[src/rtl/ysyx_25040111_lsu.sv]
// Load/store + writeback stage. Accepts one executed instruction at a time,
// issues at most one memory access over a single-outstanding req/resp bus,
// and produces a one-cycle commit pulse carrying the GPR/CSR writeback.
module ysyx_25040111_lsu #(
  parameter int unsigned TIMEOUT = 255
) (
  input  logic        clock,
  input  logic        reset,
  input  logic        in_valid,
  output logic        in_ready,
  input  logic        in_men,
  input  logic        in_write,
  input  logic [1:0]  in_mask,
  input  logic        in_rsign,
  input  logic [31:0] in_addr,
  input  logic [31:0] in_wdata,
  input  logic [4:0]  in_ard,
  input  logic [31:0] in_rd,
  input  logic        in_gen,
  input  logic [11:0] in_acsr,
  input  logic [31:0] in_csr,
  input  logic        in_sen,
  input  logic [31:0] in_pc,
  output logic        req_valid,
  input  logic        req_ready,
  output logic        req_write,
  output logic [31:0] req_addr,
  output logic [31:0] req_wdata,
  output logic [3:0]  req_wstrb,
  input  logic        resp_valid,
  input  logic [31:0] resp_rdata,
  input  logic        resp_err,
  output logic        wb_valid,
  output logic        wb_gen,
  output logic [4:0]  wb_ard,
  output logic [31:0] wb_rd,
  output logic        wb_sen,
  output logic [11:0] wb_acsr,
  output logic [31:0] wb_csr,
  output logic [31:0] wb_pc,
  output logic        finish,
  output logic [4:0]  frd,
  output logic        err_misalign,
  output logic        err_bus
);

  localparam logic [1:0] S_IDLE = 2'd0;
  localparam logic [1:0] S_REQ  = 2'd1;
  localparam logic [1:0] S_WAIT = 2'd2;
  localparam logic [1:0] S_DONE = 2'd3;

  localparam logic [7:0] CNT_LAST = 8'(TIMEOUT - 1);

  logic [1:0]  state;
  logic [7:0]  cnt_q;
  logic        write_q, rsign_q, sen_q, gen_q, mis_q, bus_q;
  logic [1:0]  mask_q;
  logic [31:0] addr_q, wdata_q, res_q, csr_q, pc_q;
  logic [4:0]  ard_q;
  logic [11:0] acsr_q;

  logic        in_misaligned;
  logic [31:0] shifted;
  logic [31:0] load_data;
  logic [31:0] lane_wdata;
  logic [3:0]  lane_wstrb;

  // Alignment check on the incoming request, decided at acceptance time.
  always_comb begin
    // NOTE: every always_comb output gets a default first so no latch is inferred.
    in_misaligned = 1'b0;
    case (in_mask)
      2'b10:   in_misaligned = in_addr[0];
      2'b11:   in_misaligned = (in_addr[1:0] != 2'b00);
      default: in_misaligned = 1'b0;
    endcase
  end

  // Store lane replication and byte strobes from the latched access.
  always_comb begin
    lane_wdata = 32'd0;
    lane_wstrb = 4'b0000;
    case (mask_q)
      2'b01: begin
        lane_wdata = {4{wdata_q[7:0]}};
        lane_wstrb = 4'b0001 << addr_q[1:0];
      end
      2'b10: begin
        lane_wdata = {2{wdata_q[15:0]}};
        lane_wstrb = 4'b0011 << {addr_q[1], 1'b0};
      end
      2'b11: begin
        lane_wdata = wdata_q;
        lane_wstrb = 4'b1111;
      end
      default: begin
        lane_wdata = 32'd0;
        lane_wstrb = 4'b0000;
      end
    endcase
  end

  // Load extraction: shift the addressed lane down, then sign/zero extend.
  always_comb begin
    shifted   = resp_rdata >> {addr_q[1:0], 3'b000};
    load_data = shifted;
    case (mask_q)
      2'b01:   load_data = {{24{rsign_q & shifted[7]}}, shifted[7:0]};
      2'b10:   load_data = {{16{rsign_q & shifted[15]}}, shifted[15:0]};
      default: load_data = shifted;
    endcase
  end

  // Transaction FSM, input latch and commit result registers.
  always_ff @(posedge clock) begin
    // NOTE: sequential state uses non-blocking assignments only.
    if (reset) begin
      state   <= S_IDLE;
      cnt_q   <= 8'd0;
      write_q <= 1'b0;
      rsign_q <= 1'b0;
      sen_q   <= 1'b0;
      gen_q   <= 1'b0;
      mis_q   <= 1'b0;
      bus_q   <= 1'b0;
      mask_q  <= 2'b00;
      addr_q  <= 32'd0;
      wdata_q <= 32'd0;
      res_q   <= 32'd0;
      csr_q   <= 32'd0;
      pc_q    <= 32'd0;
      ard_q   <= 5'd0;
      acsr_q  <= 12'd0;
    end else begin
      case (state)
        S_IDLE: begin
          if (in_valid) begin
            write_q <= in_write;
            rsign_q <= in_rsign;
            sen_q   <= in_sen;
            mask_q  <= in_mask;
            addr_q  <= in_addr;
            wdata_q <= in_wdata;
            res_q   <= in_rd;
            csr_q   <= in_csr;
            pc_q    <= in_pc;
            ard_q   <= in_ard;
            acsr_q  <= in_acsr;
            cnt_q   <= 8'd0;
            bus_q   <= 1'b0;
            // A store never writes a GPR, even if gen was set upstream.
            gen_q   <= in_gen & ~(in_men & in_write);
            mis_q   <= 1'b0;
            if (!in_men) begin
              state <= S_DONE;
            end else if (in_misaligned) begin
              state <= S_DONE;
              gen_q <= 1'b0;
              mis_q <= 1'b1;
            end else begin
              state <= S_REQ;
            end
          end
        end
        S_REQ: begin
          // A response arriving here belongs to nobody and is dropped.
          if (req_ready) begin
            state <= S_WAIT;
            cnt_q <= 8'd0;
          end
        end
        S_WAIT: begin
          if (resp_valid) begin
            state <= S_DONE;
            if (resp_err) begin
              bus_q <= 1'b1;
              gen_q <= 1'b0;
            end else if (!write_q) begin
              res_q <= load_data;
            end
          end else if (cnt_q == CNT_LAST) begin
            state <= S_DONE;
            bus_q <= 1'b1;
            gen_q <= 1'b0;
          end else if (cnt_q != 8'hFF) begin
            cnt_q <= cnt_q + 8'd1;
          end
        end
        default: begin
          state <= S_IDLE;
        end
      endcase
    end
  end

  logic in_done;
  logic in_req;
  assign in_done = (state == S_DONE);
  assign in_req  = (state == S_REQ);

  assign in_ready     = (state == S_IDLE);
  assign req_valid    = in_req;
  assign req_write    = in_req & write_q;
  assign req_addr     = in_req ? {addr_q[31:2], 2'b00} : 32'd0;
  assign req_wdata    = in_req ? lane_wdata : 32'd0;
  assign req_wstrb    = in_req ? lane_wstrb : 4'b0000;

  assign wb_valid     = in_done;
  assign wb_gen       = in_done & gen_q;
  assign wb_ard       = in_done ? ard_q  : 5'd0;
  assign wb_rd        = in_done ? res_q  : 32'd0;
  assign wb_sen       = in_done & sen_q;
  assign wb_acsr      = in_done ? acsr_q : 12'd0;
  assign wb_csr       = in_done ? csr_q  : 32'd0;
  assign wb_pc        = in_done ? pc_q   : 32'd0;
  assign finish       = wb_valid;
  assign frd          = wb_ard;
  assign err_misalign = in_done & mis_q;
  assign err_bus      = in_done & bus_q;

endmodule

[config.mk]
export PLATFORM = sky130hd
export DESIGN_NAME = ysyx_25040111_lsu
export DESIGN_NICKNAME = d
export VERILOG_FILES = /design/src/rtl/ysyx_25040111_lsu.sv
export SDC_FILE = /design/constraint.sdc
export NUM_CORES = 1
export LEC_CHECK = 0
export CORE_MARGIN = 8
export CORE_UTILIZATION = 43
export CTS_BUF_LIST = sky130_fd_sc_hd__clkbuf_16
export CTS_CLUSTER_SIZE = 25
export DETAILED_ROUTE_END_ITERATION = 7
export GPL_TIMING_DRIVEN = 0
export PLACE_DENSITY = 0.81
export SLEW_MARGIN = 20
export SYNTH_ARGS = -nofsm -noshare
export SYNTH_HDL_FRONTEND = slang
export SYNTH_SLANG_ARGS = --single-unit
export TNS_END_PERCENT = 50
[constraint.sdc]
create_clock -name clock -period 2.49 [get_ports clock]
set_input_delay 0.3735 -clock clock [delete_from_list [all_inputs] [get_ports clock]]
set_output_delay 0.3735 -clock clock [all_outputs]
set_load 0.01 [all_outputs]
==> Word level (Yosys, flattened, before mapping) <==
Index checks and enable logic that the tools add are counted.
{ "classes": {"add_sub_neg": 1, "mul": 0, "n_div": 0, "order_cmp": 0, "eq_ne": 20, "shift": 3, "n_mux": 44, "n_bitwise": 10, "reduce_logical": 9} }
{ "ops": {"columns": ["cell", "n"], "rows": [
  ["$mux W32", 9],
  ["$pmux W32 S2", 2],
  ["$pmux W32 S3", 1],
  ["$mux W8", 5],
  ["$shr A32 B5 Y32", 1],
  ["$pmux W8 S3", 1],
  ["$ne A2 B2 Y1 const B", 8],
  ["$eq A2 B2 Y1 const B", 6],
  ["$mux W1", 12],
  ["$mux W12", 1],
  ["$mux W2", 6],
  ["$pmux W4 S3", 1],
  ["$and A1 B1 Y1", 9],
  ["$add A8 B1 Y8 const B", 1],
  ["$eq A8 B8 Y1 const B", 1],
  ["$ne A8 B8 Y1 const B", 1],
  ["$ne A3 B3 Y1 const B", 2],
  ["$pmux W1 S2", 3],
  ["$pmux W2 S3", 1],
  ["$reduce_and A6 Y1", 1],
  ["$mux W5", 1],
  ["$reduce_and A5 Y1", 1],
  ["$eq A2 B1 Y1 const B", 2],
  ["$mux W4", 1],
  ["other kinds (9)", 10]
]} }
{ "word_totals": {"register_bits": 195, "latch_bits": 0, "mem_bits_rw": 0, "rom_bits": 0, "in_bits": 222, "memories": 0} }

==> Logic depth before layout (Yosys ltp) <==
Gate-level depths: netlist (run 1).
{ "depth": {"word_depth": 7, "ltp_mapped": 8} }

==> Worst setup path before layout (run 1) <==
No wires, ideal clock.
{ "synth_path": {"kind": "reg-to-reg", "start": "reg state[0]", "end": "reg res_q[30]", "arrival_time_ns": 1.799, "required_time_ns": 2.345, "setup_slack_ns": 0.546, "stages_incl_launch_ff": 9, "path_buffers": 2, "cell_sequence": "dfxtp_1 inv_1 ha_1 and2b_1 or3_1 clkbuf_1 buf_2 a21oi_1 a221oi_2"} }
{ "synth_between": {"elab_chain_len": 3, "word_cells_on_any_way": 9, "classes_between": "eq/ne (5); mux (1); reduce/logical (3)"} }
{ "synth_lines": {"columns": ["item", "line", "source"], "rows": [
  ["start: declaration", "54", "logic [1:0] state;"],
  ["start signal: assignment", "118", "state <= S_IDLE;"],
  ["start signal: assignment", "155", "state <= S_DONE;"],
  ["start signal: assignment", "157", "state <= S_DONE;"],
  ["$logic_not A2 Y1 *", null, null],
  ["named net in_ready", "10", "output logic in_ready,"],
  ["$ne A2 B2 Y1 (no source line) / $reduce_bool A2 Y1 (equally long branches)", null, null],
  ["$reduce_and A5 Y1 (no source line)", null, null],
  ["end signal: assignment", "144", "res_q <= in_rd;"],
  ["end signal: assignment", "179", "res_q <= load_data;"],
  ["end: declaration", "58", "logic [31:0] addr_q, wdata_q, res_q, csr_q, pc_q;"]
]} }
The timed path passes the listed nets; every way through them passes the cells marked *.
A chain may end at the register's enable or synchronous reset.

==> Worst setup path in the final report (run 1) <==
{ "layout_path": {"start": "reg mask_q[1]", "end": "out req_wdata[19]"} }
{ "layout_between": {"elab_chain_len": 3, "word_cells_on_any_way": 5, "classes_between": "eq/ne (3); mux (2)"} }
{ "layout_lines": {"columns": ["item", "line", "source"], "rows": [
  ["start: declaration", "57", "logic [1:0] mask_q;"],
  ["start signal: assignment", "141", "mask_q <= in_mask;"],
  ["$eq A2 B2 Y1 / $eq A2 B1 Y1 (equally long branches)", "83", "case (mask_q)"],
  ["$pmux W32 S3 *", "83", null],
  ["$mux W32 *", "205", "assign req_wdata = in_req ? lane_wdata : 32'd0;"],
  ["end: declaration", "28", "output logic [31:0] req_wdata,"]
]} }
Mark *: on every way between the ends. The rest lies on a longest branch, timed or not.

==> impl_metrics.tcl, run 1 <==
set metrics [dict create \
    critPathRequiredTime_ns 2.12 \
    synth_edf_count 0 \
    dpl.hpwl_um 30750 \
    yosys-top-cells-area "dfxtp_1 40%, nand2_1 13%, and2_1 10%, a21oi_1 10%, clkbuf_1 2.9%" \
    p_int_w 0.007107 \
    synth.avg_cell_area_um2 7.596 \
    nFillCells 1871 \
    ant_nets 0 \
    drive_gt1_share_pct 9.803 \
    fin_crit_sh_pct 98.52 \
    final_cell_mix "346 x nand2_1, 315 x clkdlybuf4s50_1, 196 x a21oi_1, 191 x dfxtp_1, 153 x and2_1" \
    drv_cap 0 \
    wl_um 39680 \
    yosysSeqAreaShare_pct 40.34 \
    worstPathMaxFanout 10 \
    ir_drop_mv 0.5462 \
    vias 10702 \
    port_buffers 414 \
    drc 0 \
    initial_core_util_pct 43.27 \
    grt_pass1_wl_um 60110 \
    yosys_most_used_dff "dfxtp_1" \
    cts_tree "yes" \
    dieWidth_um 166.0 \
    synth_top_area_share_pct 40.34 \
    drtIter0Drc 736 \
    drt_pass1_iterations 5 \
    ys_ff_latch 195 \
    final_common_cell "nand2_1" \
    gp_congestion 0.8928 \
    cts_buffer_depth 2 \
    clock_sinks 195 \
    ys_types 57 \
    finClkSkew_ns 0.01873 \
    r2r_start "state[1]$_SDFFE_PP0P_" \
    cp_top_family "buffers and inverters" \
    multi_input_area_um2 5300 \
    min-delay-start "pc_q[26]$_SDFFE_PP0P_" \
    fmax_mhz 407.6 \
    p_switching_w 0.004455 \
    fin_ws_ns 0.03684 \
    slowest_delay_ns 0.40 \
    die-area_um2 27560 \
    clkPwrFrac_pct 24.2 \
    htreeDepth 4 \
    async_reset_ff_share_pct 0 \
    register_area_um2 3916 \
    grt_pass1_vias 10484 \
    switching_share_pct 38.53 \
    path_cells "inv_1, ha_1, nand2b_1, buf_6, buf_4, nor2_1, dlygate4sd2_1" \
    cts_hold_buffers 0 \
    grt_start_max_net_pins 20 \
    arrival_ns 2.08 \
    critPathSlowestCell "dfxtp_4" \
    min_path_type "flop to flop" \
    vias_per_cell 5.322 \
    wl_per_cell_um 19.73 \
    pwr-share-comb_pct 39.6 \
    tightest_slew_ns 0.8026 \
    setup.worst_path.end_class "output port" \
    startpoint "mask_q[1]$_SDFFE_PP0P_" \
    overflow 0 \
    hold_violations 0 \
    path_buf_inv 4 \
    area_growth_pct 56.47 \
    relSlewSlack_pct 46.50 \
    rows 55 \
    nNetsFinal 1943 \
    grt_use_total_pct 27.46 \
    clk_pin_slew_ns 0.08 \
    power.share.sequential_pct 36.2 \
    finalMaxSlewViolations 0 \
    numCtsBuffers 17 \
    crit_type "flop to output port" \
    syn_area_um2 9677 \
    insertion_delay_ns 0.43 \
    fin_crit_ns 2.453 \
    synth_top_area_cell "dfxtp_1" \
    power.density_nw_per_um2 763.6 \
    ios 417 \
    clock-root-buffer "clkbuf_16" \
    rsz0062_at_grt "yes" \
    yosysWarnings 0 \
    setup_tns_ns 0 \
    die_h_um 166.0 \
    start_kind "flop" \
    design.core.area_um2 22370 \
    antenna_found_initial 3 \
    synthCells 1274 \
    finalSetupViolCount 0 \
    status "complete, no violations" \
    post-place-ws_ns -0.7513 \
    power.leakage_nw 6.757 \
]
-- through the flow --
stage                     power [W]  hold WS (ns)  cells  utilization (%)  cell area (um^2)
after floorplan            0.006933        0.4273   1275                -              9681
after global placement     0.008512        0.4368   1974            63.41             14180
after detailed placement   0.008624        0.4418   1974            63.41             14180
after CTS                   0.01155        0.4521   2005            66.78             14940
after global routing        0.01221        0.4654   2010            67.69             15140
final                       0.01156        0.4515   2011            67.70             15140
-- area by class of cell --
| class | count | share of cell area [%] |
|---|---|---|
| antenna | 2 | 0.03306 |
| buffer | 112 | 4.421 |
| clock buffer | 17 | 2.810 |
| clock inverter | 15 | 1.116 |
| inverter | 9 | 0.2231 |
| multi-input combinational | 957 | 35.01 |
| sequential | 195 | 25.87 |
| tap | 285 | 2.355 |
| timing repair buffer | 419 | 28.17 |
-- per-layer routing --
metal	wire, um	global-route usage (%)
met5	23	0
met4	1136	8.498
met3	3821	9.769
met2	19090	46.88
met1	15600	31.70
-- power groups by stage --
stage	logic [W]	registers [W]	clock network [W]
finish	0.00458	0.00418	0.00280
detailed placement	0.00441	0.00421	0
global placement	0.00433	0.00418	0
floorplan	0.00284	0.00409	0
CTS	0.00453	0.00417	0.00284
global route	0.00500	0.00425	0.00296
-- sequential cells by signal, summed over array words and instances, names as in the netlist --
| signal | cells |
|---|---|
| mis_q | 1 |
| rsign_q | 1 |
| bus_q | 1 |
| state | 2 |
| gen_q | 1 |
| acsr_q | 12 |
| cnt_q | 8 |
| pc_q | 32 |
| ard_q | 5 |
| mask_q | 2 |
| wdata_q | 32 |
| addr_q | 32 |
| sen_q | 1 |
| res_q | 32 |
| write_q | 1 |
| csr_q | 32 |
-- synth_stat cells, types with 3 or more instances --
library cell	count
a221oi_2	11
a21oi_1	197
a221oi_1	13
nand2b_1	10
o211ai_1	8
clkbuf_1	76
ha_1	10
mux2i_1	19
a22oi_1	16
o41ai_2	8
buf_1	7
buf_2	19
o2bb2ai_1	7
nor2_1	51
inv_1	8
o21ai_1	5
nand3_1	15
dfxtp_1	195
o21ai_0	19
mux2_2	7
buf_4	8
and2_1	158
nand2_1	346
o21ai_2	12
nor2b_1	5
or4_1	5
a222oi_1	3
-- cell families (layout without fill, tap and decap cells) --
kind of cell    Yosys count  after routing  synth area share, %
simple gates            606            606                28.95
compound gates          312            312                20.82
flops                   195            195                40.34
buf+inv                 123            572                5.637
mux                      27             27                2.922
fa+ha+maj                10             10                1.293
other cells               1              4              0.03875
-- worst paths after layout --
| check | depth (start not counted) | end | slack, ns |
|---|---|---|---|
| hold / removal | 2 | pc_q[26]$_SDFFE_PP0P_ | 0.45 |
| setup reg to reg | 7 | pc_q[15]$_SDFFE_PP0P_ | 0.18 |
| hold reg to reg | 2 | pc_q[26]$_SDFFE_PP0P_ | 0.45 |
| setup / recovery | 7 | req_wdata[19] | 0.04 |
-- tightest hold or removal path, cell delays in order, from the launching register on --
cell	delay (ns)
dfxtp_1	0.31
nand2_1	0.05
a21oi_1	0.05
-- what timing repair did --
| item | 4_1_cts | 5_1_grt |
|---|---|---|
| gates resized for setup | 113 | 113 |
| setup buffers | 1 | 4 |
| pin swaps | 0 | 2 |
| endpoints found under the setup margin | 222 | 155 |
Power figures use the tool's default switching activity.
==> inputs of run 2 (changes only) <==
Settings changed: CORE_UTILIZATION 43 to 39, PLACE_DENSITY 0.81 to 0.78.
Clock period 2.49 ns to 2.2 ns, I/O delays scaled along.
==> run 2 against run 1 <==
Effect of this change:
- the run now ends with setup timing left
- non-clock buffer count up 10
- utilization down 5.3 points
- final cell count increased by 2.3%
- routed wire length grew 4.3%
- global-route usage shrank 1.2 points
- critical path type unchanged
- critical endpoint is now req_wdata[5]
- highest routed layer unchanged
==> impl_metrics.tcl, run 2 (synthesis results as in run 1) <==
set metrics [dict create \
    dpl_cell_area_um2 14230 \
    dieWidth_um 173.5 \
    finalMaxSlewViolations 0 \
    grt_pass1_wl_um 62750 \
    clk_pin_slew_ns 0.09 \
    critPathSlowestCell "dfxtp_4" \
    clock_sinks 195 \
    ant_nets 0 \
    numCtsBuffers 17 \
    vias 10763 \
    ir_drop_mv 0.4386 \
    layout.cells.non_filler 2058 \
    hold_ws_ns 0.4251 \
    grt_start_max_net_pins 21 \
    status "finished, violations left" \
    post-place-ws_ns -1.173 \
    drv_cap 0 \
    port_buffers 414 \
    vias_per_cell 5.230 \
    rsz0062_at_grt "yes" \
    power.leakage_nw 6.332 \
    gp_congestion 0.9398 \
    wl_um 41390 \
    dpl.hpwl_um 31390 \
    nNetsFinal 1953 \
    path_cells "buf_4, ha_4, nor2_1, nor2_4, buf_6, and2_1, clkdlybuf4s15_2" \
    crit_type "flop to output port" \
    globalRouteMet1Util_pct 30.38 \
    htreeDepth 4 \
    die-area_um2 30110 \
    slowest_delay_ns 0.38 \
    fin_crit_sh_pct 102.3 \
    arrival_ns 1.92 \
    fin_ws_ns -0.05092 \
    hold_violations 0 \
    finClkSkew_ns 0.01852 \
    overflow 0 \
    dp.cells 2013 \
    n_antenna_cell 0 \
    drc 0 \
    drtIter0Drc 703 \
    rows 57 \
    die_h_um 173.5 \
    grt_pass1_vias 10745 \
    area_growth_pct 56.84 \
    fmax_mhz 444.3 \
    insertion_delay_ns 0.44 \
    globalRouteMet3Util_pct 8.212 \
    worstPathMaxFanout 8 \
    fin_crit_ns 2.251 \
    antenna_found_initial 4 \
    grt_use_met2_pct 45.65 \
    top_usage_layer "met2" \
    finalSetupViolCount 7 \
    cts_buffer_depth 2 \
    initial_core_util_pct 39.79 \
    drive_gt1_share_pct 14.53 \
    setup.worst_path.end_class "output port" \
    finalPower_w 0.01350 \
    ios 417 \
    clock-root-buffer "clkbuf_16" \
    cts_hold_buffers 0 \
    final_common_cell "nand2_1" \
    path_buf_inv 3 \
    drt_pass1_iterations 5 \
    power.density_nw_per_um2 889.2 \
    tightest_slew_ns 0.8100 \
    critPathRequiredTime_ns 1.87 \
    start_kind "flop" \
    wl_per_cell_um 20.11 \
    nFillCells 2156 \
    cp_top_family "buffers and inverters" \
    cts_tree "yes" \
    min_path_type "input pin to flop" \
    final_cell_mix "346 x nand2_1, 224 x clkdlybuf4s50_1, 195 x a21oi_1, 190 x dfxtp_1, 152 x and2_1" \
    finalInstanceArea_um2 15180 \
    design.core.area_um2 24320 \
    violations "setup timing" \
    grt_use_total_pct 26.27 \
    relSlewSlack_pct 46.00 \
]
[run 2: cell type report]
cell class	count	area [um^2]	area share, %
Timing Repair Buffer	432	3988	26.27
Clock inverter	15	183.9	1.212
Buffer	109	798.3	5.260
Tap cell	324	405.4	2.671
Multi-Input combinational cell	957	5420	35.71
Sequential cell	195	3920	25.83
Inverter	9	36.28	0.2391
Clock buffer	17	425.4	2.803
[run 2: layer usage]
metal / up-vias / routed length [um]
met1: 5105 / 16650
met4: 6 / 1138
met2: 429 / 20330
met3: 74 / 3233
li1: 5149 / -
met5: - / 38
[run 2: timing repair]
action                     in CTS  in global routing
hold endpoints to repair        0                  0
gates resized for setup       407                 90
buffers inserted               10                  4
gates cloned                    4                  0
pin swaps                       7                  4
setup endpoints to repair     368                235
[run 2: worst register-to-register path: cells and delay by family (launching register included)]
| kind | cells | cell delay [ns] |
|---|---|---|
| AOI/OAI and AO/OA | 1 | 0.08 |
| adders and majority gates | 1 | 0.26 |
| buffers and inverters | 2 | 0.31 |
| DFF | 1 | 0.39 |
| and+or+nand+nor | 3 | 0.93 |
[run 2: worst paths after layout]
check,cells past startpoint,endpoint,startpoint,slack (ns)
max reg2reg,7,res_q[23]$_SDFFE_PP0P_,state[0]$_SDFFE_PP0P_,0.11
max,7,req_wdata[5],mask_q[0]$_SDFFE_PP0P_,-0.05
min reg2reg,2,addr_q[27]$_SDFFE_PP0P_,addr_q[27]$_SDFFE_PP0P_,0.45
min,3,csr_q[2]$_SDFFE_PP0P_,in_csr[2],0.43
[run 2: power breakdown]
| group | leakage, nW | internal, W | switching, W | total [W] |
|---|---|---|---|---|
| clock | 0.294 | 0.00164 | 0.00162 | 0.00326 |
| sequential | 1.60 | 0.00431 | 0.000441 | 0.00475 |
| combinational | 4.44 | 0.00226 | 0.00323 | 0.00548 |
[run 2: metrics by stage]
| stage | util (%) | TNS (ns) |
|---|---|---|
| 2_1_floorplan | - | 0 |
| 4_1_cts | 62.17 | -0.1596 |
| 5_1_grt | 62.41 | -0.9905 |
| 6_report | 62.41 | -0.2262 |
| 3_3_place_gp | 58.51 | -158.10 |
| 3_5_place_dp | 58.51 | -170.56 |
==> inputs of run 3 (changes only) <==
Settings changed: CELL_PAD_IN_SITES_DETAIL_PLACEMENT set to 2, CELL_PAD_IN_SITES_GLOBAL_PLACEMENT set to 2, CORE_UTILIZATION 39 to 20, PLACE_DENSITY 0.78 to not set, PLACE_DENSITY_LB_ADDON set to 0.1.
==> run 3 against run 2 <==
Effect of this change:
- the run still ends with setup timing left
- utilization fell by 28 points
- setup slack lost 0.061 ns
- fmax fell by 2.6%
- first-iteration DRC count down 35%
- combinational power rose by 16%
- sequential share of layout area shrank 2.3 points
- total power grew 10%
- sequential cell count is the same
- clock skew down 0.0055 ns
- via count rose by 3.0%
==> impl_metrics.tcl, run 3 (synthesis results as in run 1) <==
set metrics [dict create \
    status "finished, violations left" \
    violations "setup timing" \
    wl_per_cell_um 23.04 \
    htreeDepth 4 \
    power.leakage_nw 6.594 \
    die-area_um2 55680 \
    final_cell_mix "344 x nand2_1, 222 x clkdlybuf4s50_1, 190 x dfxtp_1, 188 x a21oi_1, 111 x buf_6" \
    grt_pass1_wl_um 81100 \
    grt_pass1_vias 12247 \
    critical_path_cell_count 7 \
    tightest_slew_ns 0.8858 \
    cp_top_family "buffers and inverters" \
    grt_use_total_pct 19.44 \
    nNetsFinal 2001 \
    clock_sinks 195 \
    critPathRequiredTime_ns 1.87 \
    drt_pass1_iterations 8 \
    hold_ws_ns 0.3753 \
    hold_violations 0 \
    path_buf_inv 3 \
    initial_core_util_pct 20.27 \
    drive_gt1_share_pct 30.53 \
    path_cells "buf_6, ha_4, or2_4, buf_4, a22oi_2, nor2_2, buf_2" \
    hold-path-cell-count 3 \
    drtIter0Drc 459 \
    cts_hold_buffers 0 \
    area_growth_pct 72.01 \
    power.density_nw_per_um2 893.9 \
    cts_buffer_depth 2 \
    vias_per_cell 4.608 \
    numCtsBuffers 17 \
    grt_start_max_net_pins 18 \
    drv_cap 0 \
    vias 11083 \
    wl_um 55420 \
    post-place-ws_ns -1.448 \
    insertion_delay_ns 0.50 \
    finalPower_w 0.01488 \
    ios 417 \
    crit_type "flop to output port" \
    critPathSlowestCell "dfxtp_4" \
    setup.worst_path.end_class "output port" \
    antenna_found_initial 22 \
    fin_ws_ns -0.1115 \
    min_path_type "input pin to flop" \
    drc 0 \
    cts_tree "yes" \
    dpl.hpwl_um 41980 \
    arrival_ns 1.98 \
    relSlewSlack_pct 40.94 \
    clk_pin_slew_ns 0.08 \
    port_buffers 414 \
    clock-root-buffer "clkbuf_16" \
    die_h_um 236.0 \
    ant_nets 0 \
    ir_drop_mv 0.5078 \
    finalMaxSlewViolations 0 \
    gp_congestion 0.8048 \
    rsz0062_at_grt "yes" \
    dp.cells 2304 \
    dieWidth_um 236.0 \
    r2r_cells 7 \
    finalSetupViolCount 34 \
    design.core.area_um2 47750 \
    worstPathMaxFanout 8 \
    layout.cells.non_filler 2405 \
    start_kind "flop" \
    fin_crit_ns 2.312 \
    fmax_mhz 432.6 \
    slowest_delay_ns 0.38 \
    fin_crit_sh_pct 105.1 \
    overflow 0 \
    rows 80 \
    finClkSkew_ns 0.01299 \
    final_common_cell "nand2_1" \
]
## run 3: changes by cell type in the layout (fill, tap and decap cells not counted), sizes merged, moves of 4 or more
| cell | previous run | this run |
|---|---|---|
| clkbuf | 105 | 127 |
| bufinv | 1 | 5 |
| dlygate4sd2 | 127 | 3 |
| clkdlybuf4s15 | 24 | 1 |
| diode | 0 | 8 |
| buf | 78 | 252 |
## run 3: report_power, final
part	total, W	switching (W)	internal [W]
Combinational	0.00638	0.00364	0.00274
Sequential	0.00482	0.000509	0.00431
Clock	0.00368	0.00165	0.00203
Total	0.0149	0.00581	0.00907
## run 3: repair_timing
item | CTS | global route
gates cloned | 15 | 2
gates resized for setup | 1018 | 157
setup buffers | 39 | 14
pin swaps | 39 | 25
endpoints found under the setup margin | 379 | 179
## run 3: through the flow
| step | TNS [ns] | cell area [um^2] | util (%) |
|---|---|---|---|
| 2_1_floorplan | 0 | 9681 | - |
| 3_3_place_gp | -279.43 | 14590 | 30.57 |
| 3_5_place_dp | -279.12 | 14590 | 30.57 |
| 4_1_cts | -6.087 | 16390 | 34.32 |
| 5_1_grt | -4.041 | 16640 | 34.85 |
| 6_report | -0.9591 | 16640 | 34.86 |
## run 3: worst register-to-register path, stage by stage, from the launching register on
cell      delay, ns
dfxtp_4        0.39
inv_1          0.07
ha_2           0.24
o21ba_2        0.27
o211ai_1       0.21
buf_2          0.26
nor4_1         0.43
mux2i_1        0.23
## run 3: worst paths after layout
check,start,end,slack (ns)
worst max-delay path,mask_q[0]$_SDFFE_PP0P_,req_wdata[19],-0.11
worst min-delay path,in_addr[2],addr_q[2]$_SDFFE_PP0P_,0.38
worst max register to register,state[0]$_SDFFE_PP0P_,cnt_q[7]$_SDFFE_PP0P_,0.04
worst min register to register,pc_q[16]$_SDFFE_PP0P_,pc_q[16]$_SDFFE_PP0P_,0.46
## run 3: area by class of cell
type                    instances  area [um^2]
clock inverters                15        225.2
inverters                       9        36.28
clock buffers                  17        425.4
repair buffers                482         4509
multi-input cells             957         5768
plain buffers                 107        970.9
well taps                     615        769.5
diodes                          8        20.02
flip-flops and latches        195         3920
fillers                      5429        31100
## run 3: metal layers
layer	up-vias	routed length [um]	GRT usage (%)
li1	5259	-	-
met1	5425	21870	21.12
met2	289	27720	34.01
met4	28	1274	6.311
met5	-	179	0
met3	82	4371	8.010
